File: src/rtl/texture_stream_uploader.sv
`default_nettype none
// ============================================================================
// Module   : texture_stream_uploader
// Purpose  : Reads a 2^w x 2^h texture out of a texel memory in linear order
//            and emits it as an AXI4-Stream of packed pixels (PPB texels per
//            beat, texel k of a beat at tdata[k*PIXEL_WIDTH +: PIXEL_WIDTH]).
// Options  : TEXTURE_UPLOADER_BYTE_SWAP_EN - reverse the bytes of every texel
//            before packing (PIXEL_WIDTH must be a multiple of 8).
// Revision : 1.0 - initial release
// ============================================================================
module texture_stream_uploader #(
    parameter int STREAM_WIDTH   = 32,
    parameter int PIXEL_WIDTH    = 16,
    parameter int TEX_ADDR_WIDTH = 16
) (
    input  logic                      aclk,
    input  logic                      reset,
    input  logic                      start,
    input  logic [3:0]                texSizeLog2Width,
    input  logic [3:0]                texSizeLog2Height,
    output logic                      busy,
    output logic                      done,
    output logic                      sizeError,
    output logic                      texelReadEn,
    output logic [TEX_ADDR_WIDTH-1:0] texelReadAddr,
    input  logic [PIXEL_WIDTH-1:0]    texelReadData,
    output logic                      m_axis_tvalid,
    input  logic                      m_axis_tready,
    output logic                      m_axis_tlast,
    output logic [STREAM_WIDTH-1:0]   m_axis_tdata
);

    localparam int PPB    = STREAM_WIDTH / PIXEL_WIDTH;
    localparam int SLOT_W = (PPB > 1) ? $clog2(PPB) : 1;
    // One extra bit so a full 2^TEX_ADDR_WIDTH texture count does not wrap.
    localparam int CNT_W  = TEX_ADDR_WIDTH + 1;

    localparam logic [SLOT_W-1:0] c_LAST_SLOT = SLOT_W'(PPB - 1);

    localparam logic [1:0] c_ST_IDLE  = 2'd0;
    localparam logic [1:0] c_ST_RUN   = 2'd1;
    localparam logic [1:0] c_ST_FLUSH = 2'd2;

    // ------------------------------------------------------------------
    // Registers
    // ------------------------------------------------------------------
    logic [1:0]              state_q,    state_d;
    logic [CNT_W-1:0]        n_q,        n_d;        // texels in this upload
    logic [CNT_W-1:0]        rd_cnt_q,   rd_cnt_d;   // reads issued
    logic [CNT_W-1:0]        pl_cnt_q,   pl_cnt_d;   // texels placed into a beat
    logic [SLOT_W-1:0]       slot_q,     slot_d;     // next pack slot
    logic [STREAM_WIDTH-1:0] pack_q,     pack_d;     // partially built beat
    logic                    flush_q,    flush_d;    // partial last beat waiting
    logic                    hold_v_q,   hold_v_d;   // stalled return parked
    logic [PIXEL_WIDTH-1:0]  hold_q,     hold_d;
    logic                    ret_v_q,    ret_v_d;    // read data arrives this cycle
    logic                    tvalid_q,   tvalid_d;
    logic [STREAM_WIDTH-1:0] tdata_q,    tdata_d;
    logic                    tlast_q,    tlast_d;
    logic                    done_q,     done_d;
    logic                    size_err_q, size_err_d;

    // ------------------------------------------------------------------
    // Combinational helpers
    // ------------------------------------------------------------------
    logic [4:0]              w_size_sum;
    logic                    w_size_bad;
    logic                    w_start_ok;
    logic                    w_out_free;
    logic                    w_last_hs;
    logic                    w_rd_last;
    logic                    w_src_valid;
    logic [PIXEL_WIDTH-1:0]  w_src_raw;
    logic [PIXEL_WIDTH-1:0]  w_src_px;
    logic                    w_src_last;
    logic                    w_slot_full;
    logic                    w_place;
    logic [STREAM_WIDTH-1:0] w_merged;

    function automatic logic [PIXEL_WIDTH-1:0] f_texel(input logic [PIXEL_WIDTH-1:0] v);
        logic [PIXEL_WIDTH-1:0] r;
`ifdef TEXTURE_UPLOADER_BYTE_SWAP_EN
        for (int b = 0; b < PIXEL_WIDTH / 8; b++) begin
            r[b*8 +: 8] = v[PIXEL_WIDTH-8-b*8 +: 8];
        end
`else
        r = v;
`endif
        return r;
    endfunction

    assign w_size_sum  = {1'b0, texSizeLog2Width} + {1'b0, texSizeLog2Height};
    assign w_size_bad  = (int'(w_size_sum) > TEX_ADDR_WIDTH);
    assign w_start_ok  = (state_q == c_ST_IDLE) && start && !w_size_bad;
    // The output register can take a new beat if empty or draining now.
    assign w_out_free  = !tvalid_q || m_axis_tready;
    assign w_last_hs   = tvalid_q && m_axis_tready && tlast_q;
    assign w_rd_last   = (rd_cnt_q == n_q - CNT_W'(1));

    // The parked texel is always older than anything in flight, so it wins.
    // A return and a parked texel never coexist: reads are only issued while
    // the output can take a beat, and parking only happens when it cannot.
    assign w_src_valid = hold_v_q || ret_v_q;
    assign w_src_raw   = hold_v_q ? hold_q : texelReadData;
    assign w_src_px    = f_texel(w_src_raw);
    assign w_src_last  = (pl_cnt_q == n_q - CNT_W'(1));
    assign w_slot_full = (slot_q == c_LAST_SLOT);
    assign w_place     = w_src_valid && (!w_slot_full || w_out_free);

    // Pack the incoming texel into its slot on top of the beat in progress.
    always_comb begin
        w_merged = pack_q;
        for (int k = 0; k < PPB; k++) begin
            if (slot_q == SLOT_W'(k)) begin
                w_merged[k*PIXEL_WIDTH +: PIXEL_WIDTH] = w_src_px;
            end
        end
    end

    // ------------------------------------------------------------------
    // Control FSM
    // ------------------------------------------------------------------
    // State register.
    always_ff @(posedge aclk) begin
        if (reset) begin
            state_q <= c_ST_IDLE;
        end else begin
            state_q <= state_d;
        end
    end

    // Next-state: RUN until the last read issues, FLUSH until the last beat is taken.
    always_comb begin
        state_d = state_q;
        case (state_q)
            c_ST_IDLE:  if (w_start_ok) state_d = c_ST_RUN;
            c_ST_RUN:   if (texelReadEn && w_rd_last) state_d = c_ST_FLUSH;
            c_ST_FLUSH: if (w_last_hs) state_d = c_ST_IDLE;
            default:    state_d = c_ST_IDLE;
        endcase
    end

    // FSM outputs: reads issue one per cycle while the output path has room.
    always_comb begin
        busy          = (state_q != c_ST_IDLE);
        texelReadEn   = (state_q == c_ST_RUN) && w_out_free;
        texelReadAddr = rd_cnt_q[TEX_ADDR_WIDTH-1:0];
    end

    // ------------------------------------------------------------------
    // Datapath
    // ------------------------------------------------------------------
    // Next values for counters, pack/hold registers and the output stage.
    always_comb begin
        n_d        = n_q;
        rd_cnt_d   = rd_cnt_q;
        pl_cnt_d   = pl_cnt_q;
        slot_d     = slot_q;
        pack_d     = pack_q;
        flush_d    = flush_q;
        hold_v_d   = 1'b0;
        hold_d     = hold_q;
        ret_v_d    = texelReadEn;
        tvalid_d   = tvalid_q && !m_axis_tready;
        tdata_d    = tdata_q;
        tlast_d    = tlast_q;
        done_d     = w_last_hs;
        size_err_d = (state_q == c_ST_IDLE) && start && w_size_bad;

        if (texelReadEn) begin
            rd_cnt_d = rd_cnt_q + CNT_W'(1);
        end

        if (w_src_valid && !w_place) begin
            hold_v_d = 1'b1;
            hold_d   = w_src_raw;
        end

        if (w_place) begin
            pl_cnt_d = pl_cnt_q + CNT_W'(1);
            if (w_slot_full) begin
                // Full beat goes straight to the output stage.
                slot_d   = '0;
                pack_d   = '0;
                tvalid_d = 1'b1;
                tdata_d  = w_merged;
                tlast_d  = w_src_last;
            end else begin
                slot_d = slot_q + SLOT_W'(1);
                pack_d = w_merged;
                // A short final beat is pushed out on the following cycle.
                if (w_src_last) begin
                    flush_d = 1'b1;
                end
            end
        end

        if (flush_q && w_out_free) begin
            flush_d  = 1'b0;
            pack_d   = '0;
            slot_d   = '0;
            tvalid_d = 1'b1;
            tdata_d  = pack_q;
            tlast_d  = 1'b1;
        end

        if (w_last_hs) begin
            rd_cnt_d = '0;
        end

        if (w_start_ok) begin
            n_d      = CNT_W'(1) << w_size_sum;
            rd_cnt_d = '0;
            pl_cnt_d = '0;
            slot_d   = '0;
            pack_d   = '0;
            flush_d  = 1'b0;
        end
    end

    // Datapath registers; reset discards any partial beat and in-flight data.
    always_ff @(posedge aclk) begin
        if (reset) begin
            n_q        <= '0;
            rd_cnt_q   <= '0;
            pl_cnt_q   <= '0;
            slot_q     <= '0;
            pack_q     <= '0;
            flush_q    <= 1'b0;
            hold_v_q   <= 1'b0;
            hold_q     <= '0;
            ret_v_q    <= 1'b0;
            tvalid_q   <= 1'b0;
            tdata_q    <= '0;
            tlast_q    <= 1'b0;
            done_q     <= 1'b0;
            size_err_q <= 1'b0;
        end else begin
            n_q        <= n_d;
            rd_cnt_q   <= rd_cnt_d;
            pl_cnt_q   <= pl_cnt_d;
            slot_q     <= slot_d;
            pack_q     <= pack_d;
            flush_q    <= flush_d;
            hold_v_q   <= hold_v_d;
            hold_q     <= hold_d;
            ret_v_q    <= ret_v_d;
            tvalid_q   <= tvalid_d;
            tdata_q    <= tdata_d;
            tlast_q    <= tlast_d;
            done_q     <= done_d;
            size_err_q <= size_err_d;
        end
    end

    assign m_axis_tvalid = tvalid_q;
    assign m_axis_tdata  = tdata_q;
    assign m_axis_tlast  = tlast_q;
    assign done          = done_q;
    assign sizeError     = size_err_q;

endmodule
`default_nettype wire

File: config.mk
export PLATFORM = sky130hd
export DESIGN_NAME = texture_stream_uploader
export DESIGN_NICKNAME = d
export VERILOG_FILES = /design/src/rtl/texture_stream_uploader.sv
export SDC_FILE = /design/constraint.sdc
export NUM_CORES = 1
export LEC_CHECK = 0
export BUFFER_PORTS_ARGS = -buffer_cell sky130_fd_sc_hd__buf_2
export CORE_MARGIN = 2
export CORE_UTILIZATION = 45
export DETAILED_ROUTE_END_ITERATION = 7
export GPL_TIMING_DRIVEN = 1
export PLACE_DENSITY = 0.68
export SETUP_SLACK_MARGIN = 0.3
export SYNTH_ARGS = -nofsm -noshare
export SYNTH_HDL_FRONTEND = slang
export SYNTH_SLANG_ARGS = --single-unit
File: constraint.sdc
create_clock -name aclk -period 3.71 [get_ports aclk]
set_input_delay 0.1855 -clock aclk [delete_from_list [all_inputs] [get_ports aclk]]
set_output_delay 0.1855 -clock aclk [all_outputs]
set_load 0.005 [all_outputs]
==> results of run 1 <==
==> state kept, by name, indices dropped and copies added, names as in the netlist <==
signal / count
done: 1
flush_q: 1
hold_q: 16
hold_v_q: 1
m_axis_tdata: 32
m_axis_tlast: 1
m_axis_tvalid: 1
n_q: 17
pack_q: 32
pl_cnt_q: 17
rd_cnt_q: 17
ret_v_q: 1
sizeError: 1
slot_q: 1
state_q: 2
==> layout make-up <==
class,instances,area (sq um)
clock buffer,18,439
clock inverter,14,264
fill,1384,6750
inverter,10,37.5
multi-input combinational,551,3430
sequential,141,2820
tap,184,230
timing repair buffer,87,450
==> worst max-delay path, delay by kind of cell, from the launching register on <==
kind                      cells  cell delay [ns]
xor gates and xnor gates      1             0.19
DFF                           1             0.43
buffers and inverters         1             0.18
and+or+nand+nor               5             1.92
AOI/OAI and AO/OA             1             0.15
==> kinds of logic after synthesis <==
group | after synthesis | share of synthesized area [%]
simple gates | 312 | 22.5
compound gates | 134 | 14.1
fa+ha+maj | 8 | 1.63
buf+inv | 81 | 5.83
flops | 141 | 42.7
mux | 18 | 2.72
xor+xnor | 79 | 10.5
==> how the worst min path moves through the flow <==
| stage | startpoint | end |
|---|---|---|
| 3_5_place_dp | m_axis_tdata[26] | m_axis_tdata[26] |
| 4_1_cts | start | sizeError |
| 6_report | start | sizeError |
| 5_1_grt | start | sizeError |
| 3_3_place_gp | m_axis_tdata[3] | m_axis_tdata[3] |
| 2_1_floorplan | m_axis_tready | done |
==> per-stage QoR <==
step | total power (uW) | setup TNS (ns) | hold slack (ns) | utilization (%)
after floorplan | 1830 | 0 | 0.360 | -
after global routing | 4030 | 0 | 0.164 | 53.2
after CTS | 3910 | 0 | 0.136 | 53.2
final | 3890 | 0 | 0.140 | 53.2
after detailed placement | 1910 | -0.903 | 0.442 | 48.3
after global placement | 1910 | -0.0409 | 0.438 | 48.3
==> synthesized netlist by cell type (all sizes together), types with 7 or more instances <==
master   count
nand3       19
xor2        35
nand2      102
a2bb2oi     16
ha           7
xnor2       44
a211oi      18
nor2        94
o211ai      20
nor2b        7
mux2i       18
a22o        11
buf         25
nor3        18
a21oi       46
nand4       11
inv          9
clkbuf      46
nor4        15
and3        20
dfxtp      141
==> what timing repair did <==
action	CTS	global route
endpoints found under the hold margin	0	0
gates resized for setup	0	1
endpoints found under the setup margin	0	34
==> power groups by stage <==
stage | clock network (uW) | logic [uW] | registers, uW
CTS | 2030 | 330 | 1550
floorplan | 0 | 258 | 1570
detailed placement | 0 | 327 | 1580
global placement | 0 | 324 | 1580
finish | 2010 | 332 | 1550
global route | 2110 | 367 | 1550
==> routing by layer <==
layer  wire length, um  share of wire (%)  track usage [%]
met1              8340                 53             31.4
met2              6310                 40             27.5
met3               935                5.9             5.26
met4               212                1.3             6.14
met5                 0                  0                0
==> summary.md, run 1 <==
| Metric | Value |
|---|---|
| Outcome | `finished, final reports clean` |
| Ant diodes | `0` |
| Hold Buf Count CTS | `0` |
| Finished Cell Area | `7670 sq um` |
| Fin crit period | `2.97 ns` |
| I/O pins | `82` |
| Placed Area | `6960 sq um` |
| Site Rows | `44` |
| Clk buf depth | `2` |
| RSZ-0062 raised after global routing | `no` |
| DRC errors left | `0` |
| DR vias | `5,455` |
| Post-route ant nets | `0` |
| Post-CTS Setup Inserts | `0` |
| Vias/cell | `5.43` |
| Commonest non-fill, non-tap cell in the layout | `dfxtp_1` |
| Count of final setup violators | `0` |
| Crit Path Max Fanout | `9` |
| R2R cell count | `8` |
| Number of global-route vias before repair | `4,926` |
| Slew headroom | `23.3%` |
| Post-Route WL | `15,800 um` |
| Fin nets | `844` |
| Synth area leader | `dfxtp_1` |
| DRT Pass-1 Iters | `5` |
| Final cell count without fillers | `1,005` |
| Switching power total | `884 uW` |
| H-tree Lvls | `4` |
| Worst Hold Class | `in2reg` |
| Dominant cells by area after synthesis | `dfxtp_1 (43%), xnor2_1 (5.8%), nand2_1 (5.8%)` |
| Starting density of the core | `45.9%` |
| WHS Path Cells | `4` |
| Flops & latches, synth | `141` |
| CP cell instances | `nor4_4 > buf_4 > nand3_1 > nor4_1 > xnor2_1 > nand4_1 > or4_1 > a21oi_1` |
| Area growth syn-to-layout | `16.0%` |
| FF-to-FF Start | `n_q[2]` |
| Fin crit share | `80.2%` |
| Pleak | `0.00300 uW` |
| Clk Latency, worst-skew pair | `0.42 ns` |
| Max cap viols | `0` |
| Critical path destination | `flush_q` |
| Global-route usage over all layers | `20.3%` |
| Largest stage delay, worst path | `0.67 ns` |
| Final WS setup | `0.736 ns` |
| CTS tree | `yes` |
| PortBufs | `81` |
| Clock power frac | `51.6%` |
| Total grt overflow | `0` |
| Top-area cell type share of the netlist area | `42.7%` |
| P per Cell Area | `508 nW/um^2` |
| Most frequent cells in the layout | `dfxtp_1 (141), nand2_1 (102), nor2_1 (93), buf_2 (81), a21oi_1 (45)` |
| Reg power frac | `39.9%` |
| Worst Path Class, Setup | `reg2reg` |
| Final slew viol count | `0` |
| Largest net degree at the start of global routing | `63` |
| Post-place setup slack | `-0.103 ns` |
| Die ar. | `15,700 sq um` |
| Crit path capture type | `register` |
| Syn_nets | `809` |
| Avg Cell Area, Syn | `8.56 sq um` |
| FMAX | `336 MHz` |
| Main synth FF type | `dfxtp_1` |
| Gpl congestion | `0.823` |
| Total CTS buffers | `17` |
| Clock tree sinks | `141` |
| Final hold vios | `0` |
| Cells after Synth | `773` |
| Post-synth EDFFs | `0` |
| Reg2reg setup slack | `0.74 ns` |
| Seq/Total Area, Yosys | `42.7%` |
| Asr flop ratio synth | `0%` |
| Worst slew pin tran | `1.15 ns` |
| Initial antenna violation count | `0` |
| Die Wd | `125 um` |
| DR iter-0 viols | `365` |
| Area of the core | `14,400 sq um` |
| Placed instance count | `973` |
| Slowest cell on crit path | `nor4_1` |
| Critical R2R Capture | `flush_q` |
| Die height | `125 um` |
| Switching Fraction | `22.7%` |
| First-pass GRT wire length | `25,800 um` |
| Clk slew on worst S/H paths | `0.06 ns` |
| Wire per inst | `15.7 um` |
| VDD IR max | `0.309 mV` |
| Clock Skews | `0.0110 ns` |
| CTS root buf | `clkbuf_16` |
| Gate power share | `8.5%` |
| Post-Syn Area | `6620 sq um` |
| Cell Int Power | `3010 uW` |
| Worst setup SP type | `register` |
| CP Data Arrival Time | `3.31 ns` |
| Yosys synthesis warning count | `0` |
| Share of layout cells above drive strength 1 | `16.2%` |
| Dpl hpwl | `11,100 um` |
| Synth cell types | `57` |
| Worst setup path start | `n_q[2]` |
| CP required | `4.05 ns` |
Note: power is estimated with default switching activity, not from simulation.
==> run 2, diff against run 1 <==
Clock period 3.71 ns to 2.84 ns, I/O delays scaled along.
==> summary.md, run 2 (synthesized netlist as in run 1, its figures left out) <==
| Metric | Value |
|---|---|
| Final slew viol count | `0 (unchanged)` |
| Clock tree sinks | `141 (unchanged)` |
| FF-to-FF Start | `n_q[3]` |
| Die ar. | `15,700 sq um (unchanged)` |
| Share of layout cells above drive strength 1 | `19.7% (+3.5 points)` |
| Die Wd | `125 um (unchanged)` |
| Post-Route WL | `15,900 um (+0.85%)` |
| Fin crit period | `2.57 ns (-0.404 ns)` |
| I/O pins | `82 (unchanged)` |
| Die height | `125 um (unchanged)` |
| Clk buf depth | `2 (unchanged)` |
| P per Cell Area | `588 nW/um^2 (+16%)` |
| Switching Fraction | `24.5% (+1.8 points)` |
| Placed instance count | `991 (+1.8%)` |
| Count of final setup violators | `0 (unchanged)` |
| Dpl hpwl | `11,300 um (+1.8%)` |
| Max cap viols | `0 (unchanged)` |
| CTS tree | `yes` |
| Slew headroom | `51.9% (+29 points)` |
| Fin nets | `869 (+3.0%)` |
| Worst path top cell family by delay | `simple AND/OR/NAND/NOR gates` |
| FMAX | `389 MHz (+16%)` |
| Total grt overflow | `0 (unchanged)` |
| Slowest cell on crit path | `or4_4` |
| Commonest non-fill, non-tap cell in the layout | `dfxtp_1` |
| WHS Path Cells | `4 (unchanged)` |
| DRC errors left | `0 (unchanged)` |
| Fin crit share | `90.5% (+10 points)` |
| First-pass GRT wire length | `26,000 um (+1.1%)` |
| Clk slew on worst S/H paths | `0.06 ns (about the same)` |
| Buffers & Inverters on Critical Path | `1 (unchanged)` |
| Hold_sp | `m_axis_tready` |
| Area of the core | `14,400 sq um (unchanged)` |
| Number of global-route vias before repair | `5,089 (+3.3%)` |
| Clk Latency, worst-skew pair | `0.42 ns (about the same)` |
| Final hold vios | `0 (unchanged)` |
| Area growth syn-to-layout | `17.9%` |
| Global-route usage over all layers | `20.6% (+0.29 points)` |
| Clock power frac | `45.2% (-6.4 points)` |
| Worst setup SP type | `register` |
| Cell Int Power | `3460 uW (+15%)` |
| PortBufs | `81 (unchanged)` |
| Wire per inst | `15.5 um (-1.7%)` |
| Starting density of the core | `45.9% (unchanged)` |
| RSZ-0062 raised after global routing | `yes` |
| Worst Path Class, Setup | `reg2reg` |
| Initial antenna violation count | `1 (+1)` |
| Switching power total | `1130 uW (+27%)` |
| Worst slew pin tran | `0.714 ns (-0.433 ns)` |
| Crit Path Max Fanout | `4 (-5)` |
| Total CTS buffers | `17 (unchanged)` |
| Post-route ant nets | `0 (unchanged)` |
| Reg2reg setup slack | `0.27 ns (-0.47 ns)` |
| DR vias | `5,497 (+0.77%)` |
| VDD IR max | `0.416 mV (+35%)` |
| Reg power frac | `44.2% (+4.3 points)` |
| Gpl congestion | `0.915 (+11%)` |
| Post-place setup slack | `0.0736 ns (+0.177 ns)` |
| DRT Pass-1 Iters | `4 (-1)` |
| Pleak | `0.00309 uW (+3.1%)` |
| CTS root buf | `clkbuf_16` |
| Clock Skews | `0.00820 ns (-0.00285 ns)` |
| H-tree Lvls | `4 (unchanged)` |
| Final cell count without fillers | `1,031 (+2.6%)` |
| Site Rows | `44 (unchanged)` |
| CP required | `3.17 ns (-0.88 ns)` |
| Largest net degree at the start of global routing | `63 (unchanged)` |
| CP Data Arrival Time | `2.89 ns (-0.42 ns)` |
| Placed Area | `7110 sq um (+2.1%)` |
| CP cell instances | `or4_4 > or4_4 > buf_4 > or3_1 > o2111ai_1 > a211oi_1 > and4_4 > a221oi_2` |
| Gate power share | `10.6% (+2.1 points)` |
| Most frequent cells in the layout | `dfxtp_1 (138), nand2_1 (101), nor2_1 (93), buf_2 (81)` |
| Worst Hold Class | `in2reg` |
| Outcome | `finished, final reports clean` |
| Vias/cell | `5.33 (-1.8%)` |
| WHS | `0.120 ns (-0.0198 ns)` |
| DR iter-0 viols | `373 (+2.2%)` |
| Setup TNS | `0 ns (unchanged)` |
| Final WS setup | `0.270 ns (-0.466 ns)` |
| Finished Cell Area | `7800 sq um (+1.7%)` |
| Crit path capture type | `register` |
| Critical R2R Capture | `state_q[0]` |
| Largest stage delay, worst path | `0.58 ns (-0.09 ns)` |
| Hold Path Sink | `hold_v_q` |
| Crit-path most repeated cell | `or4_4` |
| R2R cell count | `8 (unchanged)` |
run 2: cell types whose count changed in the layout (fill, tap and decap cells not counted), moves of 3 or more:
cell and change:
dfxtp_2 +3, dfxtp_1 -3, buf_4 +24, clkbuf_1 +4, bufinv_16 -6
run 2: per-layer routing:
metal | global-route usage [%] | wire (um)
met2 | 27.8 | 6510
met5 | 0 | 0
met1 | 31.5 | 8240
met3 | 5.31 | 1010
met4 | 7.39 | 182
run 2: how the worst max path moves through the flow:
stage / start / end / slack [ns] / cells past startpoint
2_1_floorplan: n_q[2] / flush_q / 0.27 / 9
3_3_place_gp: texSizeLog2Width[0] / pack_q[25] / 0.15 / 10
3_5_place_dp: texSizeLog2Width[0] / rd_cnt_q[1] / 0.07 / 11
4_1_cts: n_q[2] / flush_q / 0.30 / 7
5_1_grt: n_q[6] / flush_q / 0.21 / 7
6_report: n_q[3] / state_q[0] / 0.27 / 8
run 2: final cells by class:
class                           count  area (sq um)
Antenna cell                        1          2.50
Clock buffer                       23           468
Clock inverter                      9          88.8
Fill cell                        1376          6620
Inverter                           10          37.5
Multi-Input combinational cell    551          3500
Sequential cell                   141          2830
Tap cell                          184           230
Timing Repair Buffer              112           651
run 2: power by group through the flow:
stage                     combinational [uW]  clock, uW  sequential [uW]
final                                    488       2070             2030
after floorplan                          338          0             2050
after CTS                                461       2110             2030
after detailed placement                 449          0             2070
after global routing                     537       2200             2030
after global placement                   447          0             2070
run 2: through the flow:
step	total power (uW)	util, %
2_1_floorplan	2390	-
6_report	4590	54.1
3_3_place_gp	2510	49.3
5_1_grt	4770	54.1
4_1_cts	4590	53.5
3_5_place_dp	2520	49.3
run 2: what timing repair did:
item | 4_1_cts | 5_1_grt
hold buffers | 0 | 0
endpoints found under the setup margin | 3 | 50
setup buffers | 3 | 4
resized for setup | 8 | 9
pin swaps | 3 | 9
cloned | 0 | 0
run 2: tightest hold or removal path: cells and delay by family:
family	cells	cell delay [ns]
AND/OR/NAND/NOR	3	0.24
buffers and inverters	1	0.10
